### src/rtl/present_pkg.sv
// present_pkg
// Shared constants and types for the PRESENT command issuer:
//   KEY_W / BLK_W       - key and plaintext widths in bits
//   OP_KEY / OP_BLK     - frame header bytes selecting key or plaintext load
//   PL_IDLE/KEY/BLK     - encodings driven on the core's 'pl' command port
//   cmd_state_t         - issuer FSM states
package present_pkg;

  localparam int KEY_W = 80;
  localparam int BLK_W = 64;

  localparam logic [7:0] OP_KEY = 8'h01;
  localparam logic [7:0] OP_BLK = 8'h02;

  localparam logic [1:0] PL_IDLE = 2'b00;
  localparam logic [1:0] PL_KEY  = 2'b01;
  localparam logic [1:0] PL_BLK  = 2'b10;

  typedef enum logic [1:0] {
    ST_IDLE,
    ST_COLLECT,
    ST_ISSUE,
    ST_WAIT_DONE
  } cmd_state_t;

endpackage

### src/rtl/present_cmd_issuer.sv
// present_cmd_issuer
// Collects a header byte plus a key (10 bytes) or plaintext (8 bytes) from a
// valid/ready byte stream and issues a one-cycle load command to the PRESENT
// core. After a plaintext load it waits for core_done before accepting more.
//
// Optional feature macro: PRESENT_CMD_TIMEOUT_EN
//   When defined, WAIT_DONE gives up after TIMEOUT_CYC cycles, pulsing err.
//
// Ports:
//   clk        - clock, rising edge
//   rst_n      - asynchronous active-low reset
//   s_data     - host byte, MSB-first within a frame
//   s_valid    - s_data valid
//   s_ready    - byte accepted when s_valid & s_ready
//   pl         - command to core (00 idle, 01 key, 10 plaintext)
//   in         - command payload, zero whenever pl is idle
//   core_done  - one-cycle completion pulse from the core
//   busy       - high in every state except IDLE
//   err        - registered one-cycle error pulse
module present_cmd_issuer
  import present_pkg::*;
#(
  parameter int unsigned TIMEOUT_CYC = 64
) (
  input  logic             clk,
  input  logic             rst_n,
  input  logic [7:0]       s_data,
  input  logic             s_valid,
  output logic             s_ready,
  output logic [1:0]       pl,
  output logic [KEY_W-1:0] in,
  input  logic             core_done,
  output logic             busy,
  output logic             err
);

  cmd_state_t       state, state_next;
  logic             is_key;
  logic [3:0]       cnt;
  logic [KEY_W-1:0] asm_q;
  logic             err_q, err_next;
  logic             ready_q;
  logic             accept;
  logic             good_hdr;
  logic             last_byte;

  assign accept    = s_valid & ready_q;
  assign good_hdr  = (s_data == OP_KEY) || (s_data == OP_BLK);
  assign last_byte = (cnt == (is_key ? 4'd9 : 4'd7));

`ifdef PRESENT_CMD_TIMEOUT_EN
  localparam int TO_W = (TIMEOUT_CYC > 1) ? $clog2(TIMEOUT_CYC) : 1;
  logic [TO_W-1:0] to_cnt;
  logic            to_expired;

  assign to_expired = (to_cnt == TO_W'(TIMEOUT_CYC - 1));

  // Counts cycles spent in WAIT_DONE; restarts from zero on every entry.
  always_ff @(posedge clk or negedge rst_n) begin
    if (!rst_n) begin
      to_cnt <= '0;
    end else if (state != ST_WAIT_DONE) begin
      to_cnt <= '0;
    end else begin
      to_cnt <= to_cnt + 1'b1;
    end
  end
`endif

  // Next-state and error decision. core_done wins over timeout expiry.
  always_comb begin
    state_next = state;
    err_next   = 1'b0;
    case (state)
      ST_IDLE: begin
        if (accept) begin
          if (good_hdr) state_next = ST_COLLECT;
          else          err_next   = 1'b1;
        end
      end
      ST_COLLECT: begin
        if (accept && last_byte) state_next = ST_ISSUE;
      end
      ST_ISSUE: begin
        state_next = is_key ? ST_IDLE : ST_WAIT_DONE;
      end
      ST_WAIT_DONE: begin
        if (core_done) begin
          state_next = ST_IDLE;
        end
`ifdef PRESENT_CMD_TIMEOUT_EN
        else if (to_expired) begin
          state_next = ST_IDLE;
          err_next   = 1'b1;
        end
`endif
      end
      default: state_next = ST_IDLE;
    endcase
  end

  // s_ready is registered from the next state so it reads 0 during reset
  // and rises on the first clock after reset is released.
  always_ff @(posedge clk or negedge rst_n) begin
    if (!rst_n) begin
      state   <= ST_IDLE;
      err_q   <= 1'b0;
      ready_q <= 1'b0;
    end else begin
      state   <= state_next;
      err_q   <= err_next;
      ready_q <= (state_next == ST_IDLE) || (state_next == ST_COLLECT);
    end
  end

  // Frame assembly: clearing on header keeps the upper 16 bits zero for
  // plaintext frames, which only shift in 8 bytes.
  always_ff @(posedge clk or negedge rst_n) begin
    if (!rst_n) begin
      is_key <= 1'b0;
      cnt    <= '0;
      asm_q  <= '0;
    end else if (accept) begin
      if (state == ST_IDLE && good_hdr) begin
        is_key <= (s_data == OP_KEY);
        cnt    <= '0;
        asm_q  <= '0;
      end else if (state == ST_COLLECT) begin
        asm_q <= {asm_q[KEY_W-9:0], s_data};
        cnt   <= cnt + 1'b1;
      end
    end
  end

  always_comb begin
    pl = PL_IDLE;
    in = '0;
    if (state == ST_ISSUE) begin
      pl = is_key ? PL_KEY : PL_BLK;
      in = is_key ? asm_q : {{(KEY_W-BLK_W){1'b0}}, asm_q[BLK_W-1:0]};
    end
  end

  assign s_ready = ready_q;
  assign busy    = (state != ST_IDLE);
  assign err     = err_q;

endmodule
### config.mk
export PLATFORM = sky130hd
export DESIGN_NAME = present_cmd_issuer
export DESIGN_NICKNAME = d
export VERILOG_FILES = /design/src/rtl/present_pkg.sv /design/src/rtl/present_cmd_issuer.sv
export SDC_FILE = /design/constraint.sdc
export NUM_CORES = 1
export LEC_CHECK = 0
export CAP_MARGIN = 30
export CORE_MARGIN = 2
export CORE_UTILIZATION = 54
export DETAILED_ROUTE_END_ITERATION = 7
export PLACE_DENSITY_LB_ADDON = 0.08
export SLEW_MARGIN = 20
export SYNTH_ARGS = -nofsm -noshare
export SYNTH_HDL_FRONTEND = slang
export SYNTH_SLANG_ARGS = --single-unit
### constraint.sdc
create_clock -name clk -period 2.6 [get_ports clk]
set_input_delay 0.26 -clock clk [delete_from_list [all_inputs] [get_ports clk]]
set_output_delay 0.26 -clock clk [all_outputs]
set_load 0.05 [all_outputs]
# ---- Word-level counts from Yosys, hierarchy flattened
# Index checks and enable logic that the tools add are counted.
dict set report classes {
  add_sub_neg 1
  n_eq_ne 7
  n_mux 18
  bitwise 1
  n_reduce_logical 10
}
# cell count
set ops {}
lappend ops {{80-bit two-way mux} 4}
lappend ops {{2-bit two-way mux} 7}
lappend ops {{4-bit two-way mux} 3}
lappend ops {{8-bit by 1-bit equality test with 1-bit output, second input constant} 1}
lappend ops {{8-bit by 2-bit equality test with 1-bit output, second input constant} 1}
lappend ops {{2-bit one-hot mux with 4 select lines} 1}
lappend ops {{4-bit by 1-bit adder with 4-bit output, second input constant} 1}
lappend ops {{2-bit by 1-bit equality test with 1-bit output, second input constant} 2}
lappend ops {{2-bit equality test, second input constant} 2}
lappend ops {{4-bit equality test} 1}
lappend ops {{2-bit logical NOT} 2}
lappend ops {{2-bit AND reduction} 2}
lappend ops {{2-bit nonzero test} 2}
lappend ops {{1-bit two-way mux} 3}
lappend ops {{1-bit logical AND} 2}
lappend ops {{1-bit logical OR} 2}
lappend ops {{1-bit AND} 1}
dict set report totals {
  register_bits 89
  out_inout_bits 85
}

# ---- Longest topological paths before layout
# Gate-level depths: netlist of the first run.
dict set report logic_depth {
  depth_word 7
  ltp_mapped 7
  mapped_depth_nobuf 4
}

# ---- Worst setup path before layout of the first run
# Ideal clock, no wire load.
dict set report synth_timing {
  kind {reg-to-output}
  from {register state[0]}
  to {output in[67]}
  arrival_ns 2.030
  required_time_ns 2.340
  path_slack_ns 0.310
  stages_incl_launch_ff 5
  n_path_buf 2
  cell_sequence {dfrtp_1 > buf_2 > nor3_1 > clkbuf_1 > and2_1}
}
dict set report synth_between {
  elab_chain_cells 2
}
# element line_no
set synth_rtl {}
lappend synth_rtl {{start: declaration} present_cmd_issuer.sv:37} ;# cmd_state_t state, state_next;
lappend synth_rtl {{start signal: assignment} present_cmd_issuer.sv:110} ;# state <= state_next;
lappend synth_rtl {{2-bit equality test} present_cmd_issuer.sv:138} ;# if (state == ST_ISSUE) begin
lappend synth_rtl {{80-bit two-way mux} present_cmd_issuer.sv:138}
lappend synth_rtl {{end: declaration} present_cmd_issuer.sv:31} ;# output logic [KEY_W-1:0] in,
# Every way passes these cells.

# ---- Worst setup path after layout of the first run
dict set report layout_timing {
  from {register state[1]}
  to {output pl[1]}
}
dict set report layout_between {
  elab_chain_cells 2
}
# element line_no
set layout_rtl {}
lappend layout_rtl {{2-bit equality test} present_cmd_issuer.sv:138}
lappend layout_rtl {{2-bit two-way mux} present_cmd_issuer.sv:138}
lappend layout_rtl {{end: declaration} present_cmd_issuer.sv:30} ;# output logic [1:0] pl,
# Every way passes these cells.

==> reports/results.txt, run 1 <==
critical path class -> flip-flop to primary output
I/O pin count -> 97
vias per inst -> 5.418
Worst VDD drop -> 0.5544 mV
Area Growth Syn to Fin -> 48.63%
ys async rst share -> 1.000
Chip Height -> 92.62 µm
initial antenna violation count -> 0
clock sink count -> 89
Initial DRC Count -> 269
PortBufs -> 96
layout cells sized above 1 -> 0.1930
P_leak -> 2.716 nW
core area -> 7647 µm²
Post-Layout Cell Count -> 677
most instantiated cells after synthesis -> 161 x nand2_1, 89 x dfrtp_1, 83 x o21ai_0
Layout Utilization -> 0.8241
root buf cell -> clkbuf_8
most frequent cell after synthesis -> nand2_1
Synth Register Bits -> 89
# resized after CTS -> 0
distinct cell type count of the synthesized netlist -> 35
clk_lat worst skew -> 350 ps
Seq/Total Area, Yosys -> 0.5252
vias in the first global route -> 3766
f_max -> 0.4392 GHz
Slew @ Worst Pin -> 611.8 ps
count of final hold-check violations -> 0
post-route minimum period -> 2277 ps
Synth area leaders -> dfrtp_1 53%, nand2_1 14%, and2_1 12%
Die ar. -> 8578 µm²
Critical Path AT -> 2020 ps
Placed Instance Area -> 6061 µm²
Num CTS Buffers -> 9
syn nets -> 503
cell area after synthesis -> 4240 µm²
EDFF count, synth -> 0
outcome -> finished clean
Tot GR Track Use -> 0.2685
CP required -> 2340 ps
wire length per cell -> 15.69 µm
period utilisation layout -> 0.8757
Pwr Total -> 5.638 mW
Synth top area share -> 0.5252
ANT nets after route -> 0
Worst slew margin -> 0.5884
worst hold margin -> 461.5 ps
Antenna diodes -> 0
initial core utilization -> 0.5545
fin nets -> 585
max_cap viols -> 0
CTS tree -> built
Most used DFF post-synth -> dfrtp_1
Synth Instances -> 490
Worst Clk Skew -> 10.56 ps
Final Setup Violations -> 0
PD cells -> 894.7 nW/µm²
Post-CTS Setup Bufs -> 0
syn avg cell area -> 8.654 µm²
Initial DRT Pass Iterations -> 5
Worst Hold Class -> primary input to asynchronous set/reset pin
leading area contributor after synthesis -> dfrtp_1
Setup crit start kind -> flip-flop
Setup WS pre-CTS -> 299.7 ps
global placement routability congestion -> 0.8408
drc violations -> 0
Worst setup EP type -> primary output
clock-pin slew on the worst setup and hold paths -> 80 ps
fin. max-slew vios -> 0
first-pass GRT wire length -> 18.28 mm
# H-tree levels -> 3
via count -> 3668
post-route cell area -> 6302 µm²
GRT overflow -> 0
largest net degree at the start of global routing -> 83
row count -> 32
crit-path max FO -> 7
yosys warns -> 0
chip width -> 92.62 µm
wirelength, routed -> 10.62 mm
unrepaired setup endpoints after global routing -> false
Cells after DPL -> 662
Final WS setup -> 323.2 ps
Max Buffers Root-to-Sink -> 2
Fin Setup TNS -> 0 ps
placed wire-length estimate -> 7.337 mm
## placed cells by master (no fill, tap or decap), types with 3 or more instances in the layout
cell / synthesis / routed
nand2_1: 161 / 161
dfrtp_1: 89 / 89
buf_12: 0 / 84
o21ai_0: 83 / 83
and2_1: 80 / 80
clkdlybuf4s50_1: 0 / 14
clkbuf_8: 0 / 10
buf_4: 0 / 8
inv_1: 5 / 5
nor3_1: 3 / 3
o22ai_1: 3 / 3
bufinv_16: 0 / 3
## registers in the layout (all words and copies together), names as in the netlist
signal,cells
asm_q,80
err,1
s_ready,1
state,2
is_key,1
cnt,4
## cell type report
type	instances	area [µm²]
clock buffers	11	141.4
flip-flops and latches	89	2227
well taps	102	127.6
fillers	440	1345
inverters	5	18.77
repair buffers	107	1892
multi-input cells	360	1805
clock inverters	3	90.09
## critical path, stage by stage, from the launching register on
cell and delay, ps:
dfrtp_1 420, inv_1 140, nor3_1 260, clkdlybuf4s50_1 850
## logic make-up after synthesis
group,share of synthesized area
XOR/XNOR,0.002066
AND/OR/NAND/NOR,0.3001
flip-flops,0.5252
buffers and inverters,0.05105
adder cells (fa/ha/maj),0.002950
AO/OA/AOI/OAI,0.1186
## routing by layer
layer	global-route usage	vias up	part of all wire	wire (µm)
li1	-	1730	-	-
met1	0.3433	1795	0.39	4180
met2	0.4665	125	0.53	5577
met3	0.04312	18	0.060	638
met4	0.09191	0	0.021	223
met5	0	-	0	0
## power by group
group	switching [mW]	total, mW	leakage (nW)	internal [mW]
Combinational	1.38	2.31	1.40	0.935
Clock	0.456	1.11	0.115	0.655
Sequential	0.380	2.21	1.20	1.83
## timing repair
item / 4_1_cts / 5_1_grt
hold endpoints to repair: 48 / 0
hold buffers: 1 / 0
endpoints found under the setup margin: 0 / 0
## path summary, 6_finish.rpt
path                                       start               endpoint  slack (ps)  cells after the start
setup / recovery              state[1]$_DFF_PN0_                  pl[1]         320                      3
hold / removal                             rst_n  asm_q[76]$_DFFE_PN0P_         460                      2
setup reg to reg              state[0]$_DFF_PN0_   asm_q[9]$_DFFE_PN0P_         840                      4
hold reg to reg            asm_q[67]$_DFFE_PN0P_  asm_q[75]$_DFFE_PN0P_         500                      2
max in group asynchronous                  rst_n  asm_q[72]$_DFFE_PN0P_        1410                      3
min in group clk                       s_data[6]   asm_q[6]$_DFFE_PN0P_         490                      3
No activity file was read; power rests on OpenSTA's default activity.
==> run 2: changes to the inputs <==
--- a/config.mk
+++ b/config.mk
@@ -7,7 +7,8 @@
 export LEC_CHECK = 0
 export CAP_MARGIN = 30
 export CORE_MARGIN = 2
-export CORE_UTILIZATION = 54
+export CORE_UTILIZATION = 56
+export CTS_BUF_LIST = sky130_fd_sc_hd__clkbuf_8
 export DETAILED_ROUTE_END_ITERATION = 7
 export PLACE_DENSITY_LB_ADDON = 0.08
 export SLEW_MARGIN = 20
==> reports/results.txt, run 2 (synthesis results as in run 1) <==
outcome -> finished clean (unchanged)
Post-Layout Cell Count -> 674 (was 677)
GRT overflow -> 0 (unchanged)
R2R setup slack -> 940 ps (was 840 ps)
Worst setup EP type -> primary output (unchanged)
initial core utilization -> 0.5815 (was 0.5545)
PD cells -> 869.9 nW/µm² (was 894.7 nW/µm²)
Worst Clk Skew -> 7.264 ps (was 10.56 ps)
Num CTS Buffers -> 9 (unchanged)
most common cell after layout, fill and taps aside -> nand2_1 (unchanged)
drc violations -> 0 (unchanged)
Fillers -> 395 (was 440)
P_leak -> 2.691 nW (was 2.716 nW)
Reg with most FFs -> asm_q (unchanged)
post-route minimum period -> 2304 ps (was 2277 ps)
Worst Hold Class -> primary input to asynchronous set/reset pin (unchanged)
Top Metal Used -> met4 (unchanged)
fin. max-slew vios -> 0 (unchanged)
clock sink count -> 89 (unchanged)
critical register-to-register path startpoint -> state[0]$_DFF_PN0_ (unchanged)
Worst slew margin -> 0.5920 (was 0.5884)
leading registers by flop count -> asm_q: 80 flops, cnt: 4 flops, state: 2 flops (unchanged)
first-pass GRT wire length -> 18.15 mm (was 18.28 mm)
CP required -> 2340 ps (about the same)
initial antenna violation count -> 0 (unchanged)
period utilisation layout -> 0.8860 (was 0.8757)
Tot GR Track Use -> 0.2733 (was 0.2685)
Die ar. -> 8284 µm² (was 8578 µm²)
vias per inst -> 5.556 (was 5.418)
Setup crit start kind -> flip-flop (unchanged)
Initial DRC Count -> 339 (was 269)
max_cap viols -> 0 (unchanged)
Cells after DPL -> 658 (was 662)
crit-path max FO -> 7 (unchanged)
Critical Path AT -> 2040 ps (was 2020 ps)
fin nets -> 584 (was 585)
Initial DRT Pass Iterations -> 5 (unchanged)
Post-CTS Setup Bufs -> 0 (unchanged)
critical path class -> flip-flop to primary output (unchanged)
root buf cell -> clkbuf_8 (unchanged)
unrepaired setup endpoints after global routing -> false (unchanged)
largest net degree at the start of global routing -> 83 (unchanged)
wire length per cell -> 16.09 µm (was 15.69 µm)
PortBufs -> 96 (unchanged)
via count -> 3745 (was 3668)
clk_lat worst skew -> 360 ps (was 350 ps)
Crit Reg-Reg Endpoint -> is_key$_DFFE_PN0P_ (was asm_q[9]$_DFFE_PN0P_)
worst hold margin -> 439.1 ps (was 461.5 ps)
Chip Height -> 91.02 µm (was 92.62 µm)
vias in the first global route -> 3724 (was 3766)
Worst VDD drop -> 0.6421 mV (was 0.5544 mV)
R2R depth -> 3 (was 4)
max reg flops -> 80 (unchanged)
Final Setup Violations -> 0 (unchanged)
Fin Setup TNS -> 0 ps (unchanged)
count of final hold-check violations -> 0 (unchanged)
Slew @ Worst Pin -> 606.4 ps (was 611.8 ps)
# H-tree levels -> 3 (unchanged)
placed wire-length estimate -> 7.242 mm (was 7.337 mm)
Area Growth Syn to Fin -> 46.86% (was 48.63%)
row count -> 31 (was 32)
Antenna diodes -> 0 (unchanged)
I/O pin count -> 97 (unchanged)
met2 WL -> 5.660 mm (was 5.577 mm)
global placement routability congestion -> 0.8158 (was 0.8408)
chip width -> 91.02 µm (was 92.62 µm)
area of the multi-input gates -> 1805 µm² (unchanged)
layout cells sized above 1 -> 0.1948 (was 0.1930)
Max Buffers Root-to-Sink -> 2 (unchanged)
ANT nets after route -> 0 (unchanged)
clock-pin slew on the worst setup and hold paths -> 80 ps (about the same)
wirelength, routed -> 10.84 mm (was 10.62 mm)
M1 WL -> 4.413 mm (was 4.180 mm)
f_max -> 0.4341 GHz (was 0.4392 GHz)
CTS tree -> built (unchanged)
Reg area -> 2227 µm² (unchanged)
commonest non-fill, non-tap cells in the layout -> 161 x nand2_1, 89 x dfrtp_1, 83 x o21ai_0, 83 x buf_12, 80 x and2_1 (was 161 x nand2_1, 89 x dfrtp_1, 84 x buf_12, 83 x o21ai_0, 80 x and2_1)
core area -> 7292 µm² (was 7647 µm²)
WL met3 -> 550 µm (was 638 µm)
-- run 2: stage by stage --
stage / power (mW) / util / instance area, µm² / worst slack, ps
finish: 5.417 / 0.8540 / 6227 / 296.5
global route: 5.719 / 0.8540 / 6227 / 185.7
CTS: 5.434 / 0.8540 / 6227 / 294.4
detailed placement: 4.547 / 0.8279 / 6037 / 303.5
global placement: 4.436 / 0.8279 / 6037 / 400.7
floorplan: 3.469 / - / 4240 / 309.7
-- run 2: worst max path at each step --
stage                                  start                    end  slack, ps  cells past startpoint
final                     state[1]$_DFF_PN0_                  pl[1]        300                      3
after global routing      state[1]$_DFF_PN0_                  pl[1]        190                      3
after CTS                 state[1]$_DFF_PN0_                  pl[1]        290                      3
after detailed placement           s_data[2]  asm_q[34]$_DFFE_PN0P_        300                      5
after global placement             s_data[2]   asm_q[8]$_DFFE_PN0P_        400                      5
after floorplan           state[0]$_DFF_PN0_                 in[67]        310                      4
-- run 2: power by group --
group          switching (mW)  internal [mW]
Sequential              0.400           1.83
Clock                   0.467          0.416
Combinational            1.38          0.918
-- run 2: cell type report --
cell class / count / area share
Tap cell: 99 / 0.01989
Multi-Input combinational cell: 360 / 0.2899
Sequential cell: 89 / 0.3576
Inverter: 5 / 0.003014
Clock buffer: 12 / 0.02652
Clock inverter: 3 / 0.002411
Timing Repair Buffer: 106 / 0.3006
-- run 2: critical path: stages, from the launching register on --
cell and delay (ps):
dfrtp_1 420, inv_1 140, nor3_1 270, clkdlybuf4s50_1 860
-- run 2: metal layers --
metal | GRT usage | vias up
li1 | - | 1747
met1 | 0.3488 | 1843
met2 | 0.4673 | 137
met3 | 0.04979 | 18
met4 | 0.09975 | 0
met5 | 0 | -
-- run 2: what timing repair did --
action	CTS	global route
gates resized for setup	0	0
endpoints found under the hold margin	36	0
hold buffers	1	0
